$ cat config.mk
export PLATFORM = sky130hd
export DESIGN_NAME = dcache_refill_ctrl
export DESIGN_NICKNAME = d
export VERILOG_FILES = /design/src/rtl/dcache_refill_ctrl_pkg.sv /design/src/rtl/dcache_refill_ctrl_sat_counter.sv /design/src/rtl/dcache_refill_ctrl.sv
export SDC_FILE = /design/constraint.sdc
export NUM_CORES = 1
export LEC_CHECK = 0
export CORE_UTILIZATION = 26
export DETAILED_ROUTE_END_ITERATION = 12
export PLACE_DENSITY = 0.55
export SLEW_MARGIN = 20
export SYNTH_ARGS = -nofsm -noshare
export SYNTH_HDL_FRONTEND = slang
export SYNTH_SLANG_ARGS = --single-unit
$ cat constraint.sdc
create_clock -name clk -period 6.9 [get_ports clk]
set_input_delay 1.38 -clock clk [delete_from_list [all_inputs] [get_ports clk]]
set_output_delay 1.38 -clock clk [all_outputs]
set_load 0.02 [all_outputs]
$ cat src/rtl/dcache_refill_ctrl_pkg.sv
// Shared types and helpers for the data-cache refill path.
// Provides the controller state enum and the word-align helper.
package dcache_pkg;

  typedef enum logic [1:0] {
    IDLE      = 2'd0,
    MEM_READ  = 2'd1,
    MEM_WRITE = 2'd2,
    FILL      = 2'd3
  } state_e;

  localparam int WORD_OFFSET = 2;

  // Widest address any cache module passes through word_align.
  localparam int ADDR_MAX = 64;

  // Clears the byte-offset bits so the address points at a whole word.
  function automatic logic [ADDR_MAX-1:0] word_align(
    input logic [ADDR_MAX-1:0] a
  );
    logic [ADDR_MAX-1:0] m;
    m = '1;
    m[WORD_OFFSET-1:0] = '0;
    return a & m;
  endfunction

endpackage

$ cat src/rtl/dcache_refill_ctrl_sat_counter.sv
// Saturating up-counter used for the refill performance counters.
// Ports: clk, rst (async high), i_inc (count enable), o_count (value).
module sat_counter #(
  parameter int WIDTH = 16
) (
  input  logic             clk,
  input  logic             rst,
  input  logic             i_inc,
  output logic [WIDTH-1:0] o_count
);

  logic [WIDTH-1:0] r_cnt;

  // Holds at all-ones instead of wrapping.
  always_ff @(posedge clk or posedge rst) begin
    if (rst) begin
      r_cnt <= '0;
    end else if (i_inc && !(&r_cnt)) begin
      r_cnt <= r_cnt + 1'b1;
    end
  end

  assign o_count = r_cnt;

endmodule

$ cat src/rtl/dcache_refill_ctrl.sv
// Miss/refill controller for the 2-way data cache: load-miss refill,
// write-through stores, memory timeout, and miss/store counters.
// Ports: CPU side (req_*, cache_hit, cache_rdata, stall, rdata_out),
// cache fill port (fill_*), memory side (mem_*), err, miss/store counts.
module dcache_refill_ctrl
  import dcache_pkg::*;
#(
  parameter int DATA_WIDTH = 32,
  parameter int TIMEOUT    = 64,
  parameter int CNT_WIDTH  = 16
) (
  input  logic                  clk,
  input  logic                  rst,
  input  logic                  req_valid,
  input  logic                  req_we,
  input  logic [DATA_WIDTH-1:0] req_addr,
  input  logic [DATA_WIDTH-1:0] req_wdata,
  input  logic                  cache_hit,
  input  logic [DATA_WIDTH-1:0] cache_rdata,
  output logic                  stall,
  output logic [DATA_WIDTH-1:0] rdata_out,
  output logic                  fill_we,
  output logic [DATA_WIDTH-1:0] fill_addr,
  output logic [DATA_WIDTH-1:0] fill_data,
  output logic                  mem_req,
  output logic                  mem_we,
  output logic [DATA_WIDTH-1:0] mem_addr,
  output logic [DATA_WIDTH-1:0] mem_wdata,
  input  logic                  mem_ack,
  input  logic [DATA_WIDTH-1:0] mem_rdata,
  output logic                  err,
  output logic [CNT_WIDTH-1:0]  miss_count,
  output logic [CNT_WIDTH-1:0]  store_count
);

  localparam int TW = $clog2(TIMEOUT + 1);
  localparam logic [TW-1:0] TMO_LAST = TW'(TIMEOUT - 1);

  state_e                r_state;
  logic [DATA_WIDTH-1:0] r_addr;
  logic [DATA_WIDTH-1:0] r_wdata;
  logic [DATA_WIDTH-1:0] r_rdata;
  logic                  r_we;
  logic [TW-1:0]         r_tmo;
  logic                  r_err;

  logic                  w_idle;
  logic                  w_busy;
  logic                  w_fill;
  logic                  w_hit;
  logic [DATA_WIDTH-1:0] w_word_addr;
  logic                  w_miss_inc;
  logic                  w_store_inc;

  assign w_idle = (r_state == IDLE);
  assign w_fill = (r_state == FILL);
  assign w_busy = (r_state == MEM_READ) ||
                  (r_state == MEM_WRITE);
  assign w_hit  = w_idle && req_valid &&
                  !req_we && cache_hit;

  assign w_word_addr =
    DATA_WIDTH'(word_align(ADDR_MAX'(r_addr)));

  always_ff @(posedge clk or posedge rst) begin
    if (rst) begin
      r_state <= IDLE;
      r_addr  <= '0;
      r_wdata <= '0;
      r_rdata <= '0;
      r_we    <= 1'b0;
      r_tmo   <= '0;
      r_err   <= 1'b0;
    end else begin
      unique case (r_state)
        IDLE: begin
          if (req_valid && req_we) begin
            r_addr  <= req_addr;
            r_wdata <= req_wdata;
            r_we    <= 1'b1;
            r_tmo   <= '0;
            r_state <= MEM_WRITE;
          end else if (req_valid && !cache_hit) begin
            r_addr  <= req_addr;
            r_rdata <= '0;
            r_we    <= 1'b0;
            r_tmo   <= '0;
            r_state <= MEM_READ;
          end
        end
        MEM_READ, MEM_WRITE: begin
          if (mem_ack) begin
            if (r_state == MEM_READ) begin
              r_rdata <= mem_rdata;
            end
            r_tmo   <= '0;
            r_state <= FILL;
          end else if (r_tmo == TMO_LAST) begin
            // Give up: no fill, sticky error.
            r_err   <= 1'b1;
            r_tmo   <= '0;
            r_state <= IDLE;
          end else begin
            r_tmo <= r_tmo + 1'b1;
          end
        end
        FILL: begin
          r_state <= IDLE;
        end
        default: begin
          r_state <= IDLE;
        end
      endcase
    end
  end

  // Outputs decode from registered state and latches;
  // only the IDLE hit/miss response looks at the live request.
  always_comb begin
    stall     = 1'b0;
    rdata_out = '0;
    fill_we   = 1'b0;
    fill_addr = '0;
    fill_data = '0;
    mem_req   = 1'b0;
    mem_we    = 1'b0;
    mem_addr  = '0;
    mem_wdata = '0;
    if (w_idle) begin
      stall = req_valid && !w_hit;
      if (w_hit) begin
        rdata_out = cache_rdata;
      end
    end
    if (w_busy) begin
      stall     = 1'b1;
      mem_req   = 1'b1;
      mem_we    = (r_state == MEM_WRITE);
      mem_addr  = w_word_addr;
      mem_wdata = r_wdata;
    end
    if (w_fill) begin
      fill_we   = 1'b1;
      fill_addr = w_word_addr;
      fill_data = r_we ? r_wdata : r_rdata;
      if (!r_we) begin
        rdata_out = r_rdata;
      end
    end
  end

  assign err = r_err;

  assign w_miss_inc  = w_fill && !r_we;
  assign w_store_inc = w_fill && r_we;

  sat_counter #(
    .WIDTH (CNT_WIDTH)
  ) u_miss_cnt (
    .clk     (clk),
    .rst     (rst),
    .i_inc   (w_miss_inc),
    .o_count (miss_count)
  );

  sat_counter #(
    .WIDTH (CNT_WIDTH)
  ) u_store_cnt (
    .clk     (clk),
    .rst     (rst),
    .i_inc   (w_store_inc),
    .o_count (store_count)
  );

endmodule

==> summary.md, run 1 <==
| Metric | Value |
|---|---|
| R2R Path Start | `r_state[1]` |
| Asr flop ratio synth | `100%` |
| DRC violations left | `0` |
| Layout net count | `1164` |
| Share of layout cells above drive strength 1 | `11.7%` |
| Core ar. | `27200 um^2` |
| RSZ-0062 raised after global routing | `no` |
| Clk_lat worst skew | `between 400 and 500 ps` |
| Cts bufs inserted | `17` |
| VDD IR max | `0.000175 V` |
| Worst Min Path Start | `err` |
| Sequential-to-total area share from yosys stat | `47.2%` |
| H-tree level count | `4` |
| Slowest cell on the critical path | `nor2b_4` |
| Critical path arrival | `3580 ps` |
| Largest net degree at the start of global routing | `94` |
| CP startpoint kind | `flop` |
| Final Hold Viols | `0` |
| Post-CTS Setup Inserts | `0` |
| Met3 WL | `about 1.5 mm` |
| Mapped Cells | `around 720` |
| GRT overflow | `0` |
| Fmax | `around 200 MHz` |
| Synth area leaders | `dfrtp_1 47%, mux2_2 11%, and2_1 8.1%` |
| Detailed Place HPWL | `17.4 mm` |
| CP dominant cell by count | `buf_4` |
| Fin crit share | `approximately 70%` |
| CTS root buf | `clkbuf_16` |
| CP required | `between 5000 and 6000 ps` |
| Worst setup EP type | `output port` |
| PD cells | `414 nW/um^2` |
| # IOs | `~330` |
| P_sw | `1.91 mW` |
| CTS Sinks | `137` |
| Final Setup Violations | `0` |
| Rel. slew slack | `32.7%` |
| Prevailing post-synth register cell | `dfrtp_1` |
| Gr usage total | `roughly 18%` |
| Post-CTS sizing | `0` |
| Synth top area share | `47.2%` |
| CTS Hold Bufs | `0` |
| Ys Warns | `0` |
| Flop pwr share | `27.9%` |
| Via-to-Cell Ratio | `4.52` |
| Number of cells on the critical path | `7` |
| Port Buffer Count | `roughly 320` |
| Cell area after synthesis | `7260 um^2` |
| Die width | `169 um` |
| Yosys cell types | `46` |
| Routed Wire Length | `24.5 mm` |
| Setup CP Type | `flop to output port` |
| Number of global-route vias before repair | `6664` |
| Cells on worst reg2reg path | `8` |
| Slew @ Worst Pin | `between 1000 and 1500 ps` |
| Sw Share | `roughly 40%` |
| Number of synthesized flops with an enable pin | `0` |
| Critical path launch point | `r_state[1]` |
| Setup TNS | `0 ps` |
| Wire length of the first global-routing pass | `38.6 mm` |
| Fillers | `2720` |
| 1st-pass router iterations | `5` |
| Fin. max-slew vios | `0` |
| Int Power | `2.83 mW` |
| Mapped Avg Cell Area | `10.1 um^2` |
| Top layer reached by signal wires | `met4` |
| Clock-pin slew on the worst setup and hold paths | `60 ps` |
| Antenna violations before repair | `0` |
| Status | `complete, no violations` |
| Row cnt | `60` |
| GPL Wtd Cong | `0.810` |
| Routed length per instance | `roughly 17 um` |
| Die Span Y | `169 um` |
| Antenna Violating Nets Remaining | `0` |
| Initial drt markers | `417` |
| Hold Crit Class | `flop to flop` |
| Fin Clk Skew | `12.0 ps` |
| Max clock buf depth | `2` |
| Yosys top cell by area | `dfrtp_1` |
| Combinational share of power | `roughly half` |
| Hold Path Cell Cnt | `1` |
| Clock power frac | `20.4%` |
| Power Total | `4.74 mW` |
| WP buf/inv | `3` |
| Met1 Routed Length | `10.1 mm` |
| Antenna cells | `0` |
| CTS tree | `built` |
| CP max stage delay | `880 ps` |
| CP cell instances | `ha_1, buf_4, nor2b_4, nor3_2, buf_4, a22o_1, clkdlybuf4s50_1` |
| Initial Util | `26.7%` |
| Synth Register Bits | `137` |
| Maxcap violations | `0` |
| Routed via count | `roughly 6400` |
| Final worst path period need | `4960 ps` |
| P&R area growth vs syn | `57.9%` |
| WL met2 | `12.5 mm` |
| Cell family with most CP delay | `buffers and inverters` |
| Die ar. | `28600 um^2` |
| Crit-path max FO | `36` |
| Leak | `4.66 nW` |
## path summary, 6_finish.rpt
check / to / slack, ps
worst max-delay path: rdata_out[24] / 1940
worst min-delay path: err / 480
worst max register to register: r_rdata[30] / 3700
worst min register to register: err / 480
max in group asynchronous: r_rdata[6] / 4310
min in group asynchronous: r_addr[7] / 1490
## routing by layer
layer,GRT usage (%),vias up
met3,4.79,30
met2,30.5,171
li1,-,3076
met1,21.1,3089
met4,5.99,0
met5,0,-
## worst register-to-register path, stage by stage, from the launching register on
cell      delay (ps)
dfrtp_1          410
inv_1             70
ha_2             760
buf_4            630
nor2_1           130
a2111o_2         640
buf_12           250
nand2_1          100
o21ai_0           80
## power by group through the flow
stage / combinational (mW) / sequential, mW / clock (mW)
6_report: 2.45 / 1.32 / 0.970
5_1_grt: 2.66 / 1.37 / 1.04
4_1_cts: 2.48 / 1.33 / 1.00
3_5_place_dp: 2.47 / 1.34 / 0
3_3_place_gp: 2.45 / 1.34 / 0
2_1_floorplan: 1.50 / 1.26 / 0
## state kept, by name, summed over array words and instances (netlist names)
signal,flops
r_tmo,7
r_addr,30
u_miss_cnt.o_count,16
err,1
r_we,1
r_wdata,32
u_store_cnt.o_count,16
r_state,2
r_rdata,32
## cell families after synthesis
family	share of synthesized area, %
simple gates	21.0
flops	47.2
mux	15.0
compound gates	8.79
buf+inv	3.84
xor+xnor	2.90
fa+ha+maj	1.21
other cells	0.0517
## per-stage QoR
step | utilization (%) | std cells | setup WS (ps) | hold WS, ps | cell area [um^2]
after floorplan | - | 721 | 1850 | 468 | 7270
after global placement | 39.8 | 1375 | 2000 | 453 | 10800
after detailed placement | 39.8 | 1375 | 2010 | 462 | 10800
after CTS | 42.1 | 1407 | 1880 | 479 | 11400
after global routing | 42.2 | 1408 | 1720 | 498 | 11500
final | 42.2 | 1408 | 1940 | 477 | 11500
## layout by cell type, fill, tap and decap left out, types with 7 or more instances in the layout
| master | n |
|---|---|
| a21oi_1 | 7 |
| a22o_1 | 34 |
| and2_1 | 94 |
| buf_4 | 7 |
| clkbuf_16 | 17 |
| clkdlybuf4s50_1 | 324 |
| dfrtp_1 | 136 |
| inv_1 | 8 |
| mux2_2 | 68 |
| mux2i_1 | 32 |
| nand2_1 | 84 |
| nand3_1 | 19 |
| nand4_1 | 13 |
| nor2_1 | 40 |
| nor3_1 | 8 |
| nor4_1 | 8 |
| o21ai_0 | 16 |
| o21ai_1 | 28 |
| xnor2_1 | 13 |
| xor2_1 | 11 |
## Yosys cell counts, types with 2 or more instances
master      n
buf_6       4
xor2_1     11
xnor2_1    13
nor2b_1     5
or2_2       5
and2_1     94
buf_2       9
nand3_1    20
and4_1      3
nand4_1    13
and3_1      2
nor3_1      9
buf_1       6
buf_4       5
o21ai_0    16
mux2_2     68
a22o_1     34
nand2_1    84
ha_1        7
nor3b_1     2
mux2i_1    32
a21oi_1     7
o21ai_1    28
nor4_1      8
nor2_1     40
inv_1       9
dfrtp_1   137
a31oi_1     2
a21o_1      2
nand2b_1    4
clkbuf_1   24
## final cells by class
type	instances	area [um^2]	area share (%)
clock buffers	18	429	3.74
clock inverters	14	188	1.64
inverters	9	38.8	0.338
multi-input cells	526	3600	31.4
flip-flops and latches	137	3430	29.9
well taps	372	465	4.06
repair buffers	332	3320	28.9
Power figures use the tool's default switching activity.
==> inputs of run 2 (changes only) <==
clock period = 4.7 ns   (was 6.9 ns; I/O delays follow)
==> run 2 against run 1 <==
Global-route usage up 0.24 points. Sequential share of layout area barely moved. Cell count increased by 0.21%. Worst hold slack lost 14 ps. Clock power up 41%. Critical path depth fell by 1. First-iteration DRC count down 34%. Sequential cell count stayed put. Register-to-register slack lost 1700 ps. Utilization about the same.
==> summary.md, run 2 (synthesis results as in run 1) <==
| Metric | Value |
|---|---|
| Antenna Violating Nets Remaining | `0 (unchanged)` |
| Routed Wire Length | `24.8 mm (+1.1%)` |
| P_sw | `2.81 mW (+47%)` |
| Die Span Y | `169 um (unchanged)` |
| Via-to-Cell Ratio | `4.50 (-0.53%)` |
| Worst setup EP type | `output port` |
| Most frequent cells in the layout | `324 x clkdlybuf4s50_1, 136 x dfrtp_1, 94 x and2_1` |
| CP dominant cell by count | `clkdlybuf4s50_1` |
| Combinational share of power | `52.3% (+0.7 points)` |
| Layout net count | `1168 (+0.34%)` |
| Final worst path period need | `around 4000 ps` |
| Fin crit share | `85.1%` |
| Hold Crit Class | `flop to flop` |
| Row cnt | `60 (unchanged)` |
| H-tree level count | `4 (unchanged)` |
| CP required | `3760 ps (-1760 ps)` |
| Routed via count | `6346 (-0.31%)` |
| Die ar. | `28600 um^2 (unchanged)` |
| RSZ-0062 raised after global routing | `no` |
| Flop pwr share | `28.0% (about the same)` |
| Final Setup Violations | `0 (unchanged)` |
| Fmax | `about 250 MHz` |
| Largest net degree at the start of global routing | `77 (-18%)` |
| Setup CP Type | `input pin to output port` |
| Routed length per instance | `17.6 um (+0.87%)` |
| Clk_lat worst skew | `420 ps (about the same)` |
| Fillers | `2700 (-0.74%)` |
| Cell family with most CP delay | `buffers and inverters` |
| 1st-pass router iterations | `4 (-1)` |
| P&R area growth vs syn | `58.1% (about the same)` |
| Antenna violations before repair | `0 (unchanged)` |
| Core ar. | `27200 um^2 (unchanged)` |
| Wire length of the first global-routing pass | `38.8 mm (+0.57%)` |
| Status | `complete, no violations` |
| CP max stage delay | `620 ps (-260 ps)` |
| CTS tree | `built` |
| Fin Clk Skew | `8.25 ps (-3.79 ps)` |
| Clock-pin slew on the worst setup and hold paths | `60 ps (about the same)` |
| Setup TNS | `0 ps (unchanged)` |
| Initial Util | `26.7% (unchanged)` |
| Fin. max-slew vios | `0 (unchanged)` |
| Port Buffer Count | `324 (unchanged)` |
| CTS Hold Bufs | `0 (unchanged)` |
| CTS root buf | `clkbuf_16` |
| Reg area | `3430 um^2 (unchanged)` |
| Rel. slew slack | `37.5% (+4.8 points)` |
| Placed Area | `10900 um^2 (+0.39%)` |
| Final instance area | `11500 um^2 (about the same)` |
| Int Power | `4.15 mW (+47%)` |
| GPL Wtd Cong | `0.797 (-1.7%)` |
| Maxcap violations | `0 (unchanged)` |
| Die width | `169 um (unchanged)` |
| Critical path arrival | `3060 ps (-520 ps)` |
| Leak | `4.67 nW (+0.22%)` |
| Number of global-route vias before repair | `6613 (-0.77%)` |
| Detailed Place HPWL | `17.8 mm (+2.2%)` |
| VDD IR max | `0.000328 V (+87%)` |
| Most common cell after layout, fill and taps aside | `clkdlybuf4s50_1` |
| Final Hold Viols | `0 (unchanged)` |
| GRT overflow | `0 (unchanged)` |
| DRC violations left | `0 (unchanged)` |
| Slew @ Worst Pin | `933 ps (-74.5 ps)` |
| CTS Sinks | `137 (unchanged)` |
| Antenna cells | `0 (unchanged)` |
| Multi-input combinational cell area | `3590 um^2 (-0.21%)` |
| Initial drt markers | `274 (-34%)` |
| Share of layout cells above drive strength 1 | `12.0% (+0.35 points)` |
| Post-CTS sizing | `0 (unchanged)` |
| Slowest cell on the critical path | `clkdlybuf4s50_1` |
| Gr usage total | `17.9% (+0.24 points)` |
| CP cell instances | `clkdlybuf4s50_1, nand2_1, nor3_2, buf_4, a22o_1, clkdlybuf4s50_1` |
| Max clock buf depth | `2 (unchanged)` |
| CP startpoint kind | `input pin` |
| PD cells | `606 nW/um^2 (+46%)` |
| Crit-path max FO | `32 (-11%)` |
| Largest registers | `r_rdata x32, r_wdata x32, r_addr x30` |
| Sw Share | `40.4% (about the same)` |
| # IOs | `331 (unchanged)` |
| WP buf/inv | `3 (unchanged)` |
| Post-CTS Setup Inserts | `0 (unchanged)` |
| Clock power frac | `19.7% (-0.7 points)` |
| Cts bufs inserted | `17 (unchanged)` |
[run 2: cell count changes in the layout (fill, tap and decap cells not counted), sizes merged]
cell	change
bufinv	-1
inv	-2
buf	+4
clkinvlp	+1
clkbuf	+1
[run 2: power groups by stage]
| stage | clock network (mW) | registers [mW] | logic (mW) |
|---|---|---|---|
| after floorplan | 0 | 1.85 | 2.20 |
| after global placement | 0 | 1.96 | 3.64 |
| after detailed placement | 0 | 1.97 | 3.66 |
| after CTS | 1.43 | 1.95 | 3.68 |
| after global routing | 1.47 | 2.02 | 3.96 |
| final | 1.37 | 1.94 | 3.64 |
[run 2: worst reg2reg max path, cell delays in order, from the launching register on]
cell and delay (ps):
dfrtp_1 410, ha_1 190, buf_4 350, inv_1 80
buf_4 280, a31oi_1 820, o21ai_0 220, a22o_1 220
[run 2: final timing paths]
check / from / slack (ps) / to / cells after the start
worst max-delay path: req_valid / 700 / rdata_out[24] / 6
worst min-delay path: err / 460 / err / 1
worst max register to register: r_state[1] / 2010 / r_tmo[4] / 7
worst min register to register: err / 460 / err / 1
max in group asynchronous: rst / 2710 / r_wdata[17] / 3
min in group asynchronous: rst / 1030 / u_store_cnt.o_count[11] / 2
[run 2: metrics by stage]
stage	hold WS [ps]	util, %	total power [mW]	instances	worst slack (ps)
global route	498	42.2	7.44	1411	606
CTS	470	42.2	7.05	1410	686
global placement	453	40.0	5.61	1379	708
floorplan	468	-	4.05	721	92.2
finish	463	42.2	6.96	1411	699
detailed placement	453	40.0	5.63	1379	700
[run 2: layer usage]
metal,routed length (um),track usage (%)
met1,10500,21.5
met2,12900,31.7
met3,1270,4.47
met4,216,4.50
met5,0,0
[run 2: area by class of cell]
class	instances	area share, %
Inverter	9	0.338
Tap cell	372	4.06
Clock inverter	12	1.21
Multi-Input combinational cell	526	31.3
Timing Repair Buffer	336	29.3
Sequential cell	137	29.9
Clock buffer	19	3.95
==> patch, RTL diff (settings of run 2) <==
Re-encode `state_e` (4 states) as Gray code, 2 bits wide.
--- a/src/rtl/dcache_refill_ctrl_pkg.sv
+++ b/src/rtl/dcache_refill_ctrl_pkg.sv
@@ -5,6 +5,6 @@
   typedef enum logic [1:0] {
-    IDLE      = 2'd0,
-    MEM_READ  = 2'd1,
-    MEM_WRITE = 2'd2,
-    FILL      = 2'd3
+    IDLE      = 2'b00,
+    MEM_READ  = 2'b01,
+    MEM_WRITE = 2'b11,
+    FILL      = 2'b10
   } state_e;
Check against the original RTL: same outputs for any inputs over 4 cycles, from zero or initial values and one cycle with rst high; so few cycles prove little.
==> patch against run 2 <==
  * Sequential power rose by 6%
  * Sequential share of layout area grew 0.51 points
  * Die area shrank 1.1%
  * Sequential cell count did not move
  * Power decreased by 8.1%
  * Synthesized area decreased by 1.1%
  * Cell area is 1.6% lower
  * Wire length decreased by 6.7%
  * Clock power shrank 4%
  * Worst setup slack better by 0.054 ns
  * Maximum frequency rose by 1.4%
  * Highest routed layer unchanged
==> patch: results (changes against run 2) <==
yosys:
  synthTopCellsByCount: "dfrtp_1, and2_1, nand2_1, mux2_2, nor2_1"
  yosysUniqueCellTypes: 50  # +8.7%
  synth.area.top_cells: "dfrtp_1, mux2_2, and2_1"
  async_flop_share: 1.00  # unchanged
  yosys_warnings: 0  # unchanged
  synthFlopType: "dfrtp_1"
  ys_seq_area_frac: 0.477  # +0.00518
cts:
  clk_path_buf_depth: 2  # unchanged
  ctsResizeCount: 0  # unchanged
  numCtsBuffers: 17  # unchanged
  clk_pin_slew_ns: 0.06  # about the same
  post_cts_buffers: 0  # unchanged
  clkLatencyLatePin_ns: 0.41
  cts_htree_levels: 4  # unchanged
  clock_sinks: 137  # unchanged
  clockRootBuffer: "clkbuf_16"
global_routing:
  grt_use_met1: 0.207  # -0.00847
  grt_pass1_vias: 6274  # -5.1%
  grt_use_met3: 0.0442  # -0.000464
  track_usage: 0.165  # -0.0139
  grt_pass1_wl_mm: 36.3  # -6.4%
  antenna_found_initial: 0  # unchanged
  met2_usage: 0.282  # -0.0356
  grt_max_degree: 70  # -9.1%
timing:
  slew_headroom: 0.358  # -0.0168
  skew_ns: 0.00777  # -0.000480 ns
placement:
  gp_congestion: 0.741  # -7.0%
  place_hpwl_mm: 16.2  # -9.3%
  dpl_cell_area_um2: 10700  # -1.2%
  portBuffers: 324  # unchanged
finish:
  bufAreaShareNonClock: 0.293  # +0.000868
  clock_buffers: 18  # -1
  fillerInstances: 2616  # -3.1%
  clkCellAreaFrac: 0.0495  # -0.00206
  n_all_buffers: 332  # -1.2%
  layout-drive-gt1-share: 0.115  # -0.00481
  comb.multi_input.count: 505  # -4.0%
  inv_count: 9  # unchanged
  reg_top3: "r_rdata x32, r_wdata x32, r_addr x30"
  fin_nets: 1139  # -2.5%
  diodes: 0  # unchanged
  regArea_um2: 3430  # +0.11%
  multi_input_area_share: 0.312  # -0.00113
pwr:
  peakVddDrop_v: 0.000262  # -20%
  p_leak_nw: 4.65  # -0.44%
worst_setup_path:
  crit_fanout: 13  # -59%
  arrival_ns: 3.01  # -0.05 ns
  critical_path.max_stage_delay_ns: 0.74  # +0.12 ns
  cp_slowest_cell: "a31oi_1"
route:
  firstDrtPassIters: 4  # unchanged
  drt_iter0_markers: 261  # -4.7%
  via_count: 6192  # -2.4%
  wire_per_inst_um: 17.1  # -2.8%
floorplan:
  rows: 60  # unchanged
min_path:
  hold_class: "reg -> reg"
status:
  outcome: "complete, no violations"
[patch: cell types whose count changed in the layout (fill, tap and decap cells not counted), sizes merged, moves of 4 or more]
cell,run 2,this run
nor3,9,5
nand2,84,79
or2,6,0
mux2,68,64
o21ai,44,38
buf,12,8
inv,13,9
ha,7,3
nand3,20,12
[patch: kinds of logic after synthesis]
kind of cell | count (synthesis) | synth area share
XOR/XNOR | 27 | 0.0329
other | 1 | 0.000522
adder cells (fa/ha/maj) | 3 | 0.00523
flip-flops | 137 | 0.477
AO/OA/AOI/OAI | 93 | 0.0882
buffers and inverters | 58 | 0.0355
multiplexers | 97 | 0.146
AND/OR/NAND/NOR | 281 | 0.214
[patch: layer usage]
layer	vias up	wire, um
met4	0	216
met2	200	11200
met5	-	0
li1	3010	-
met3	12	1400
met1	2970	10300
[patch: per-stage QoR]
step	hold slack (ns)	std cells	utilization	setup WS, ns
2_1_floorplan	0.471	700	-	0.0922
3_3_place_gp	0.447	1324	0.397	0.747
4_1_cts	0.480	1354	0.418	0.734
5_1_grt	0.486	1354	0.418	0.530
6_report	0.471	1354	0.418	0.753
3_5_place_dp	0.457	1324	0.397	0.752
[patch: path summary, 6_finish.rpt]
check	startpoint	endpoint	slack, ns	cells after the start
setup / recovery	req_we	stall	0.75	5
hold / removal	err	err	0.47	1
setup reg to reg	r_state[0]	u_miss_cnt.o_count[13]	2.29	5
hold reg to reg	err	err	0.47	1
max in group asynchronous	rst	r_wdata[3]	2.86	3
min in group asynchronous	rst	r_addr[8]	1.00	2
[patch: power by group]
part	internal (mW)	leakage (nW)	switching (mW)
Sequential	1.62	1.74	0.433
Clock	0.773	0.260	0.533
Combinational	1.50	2.65	1.53
[patch: critical path: cells and delay by family]
kind	cells	cell delay (ns)
buf+inv	3	1.13
compound gates	1	0.74
simple gates	1	0.20
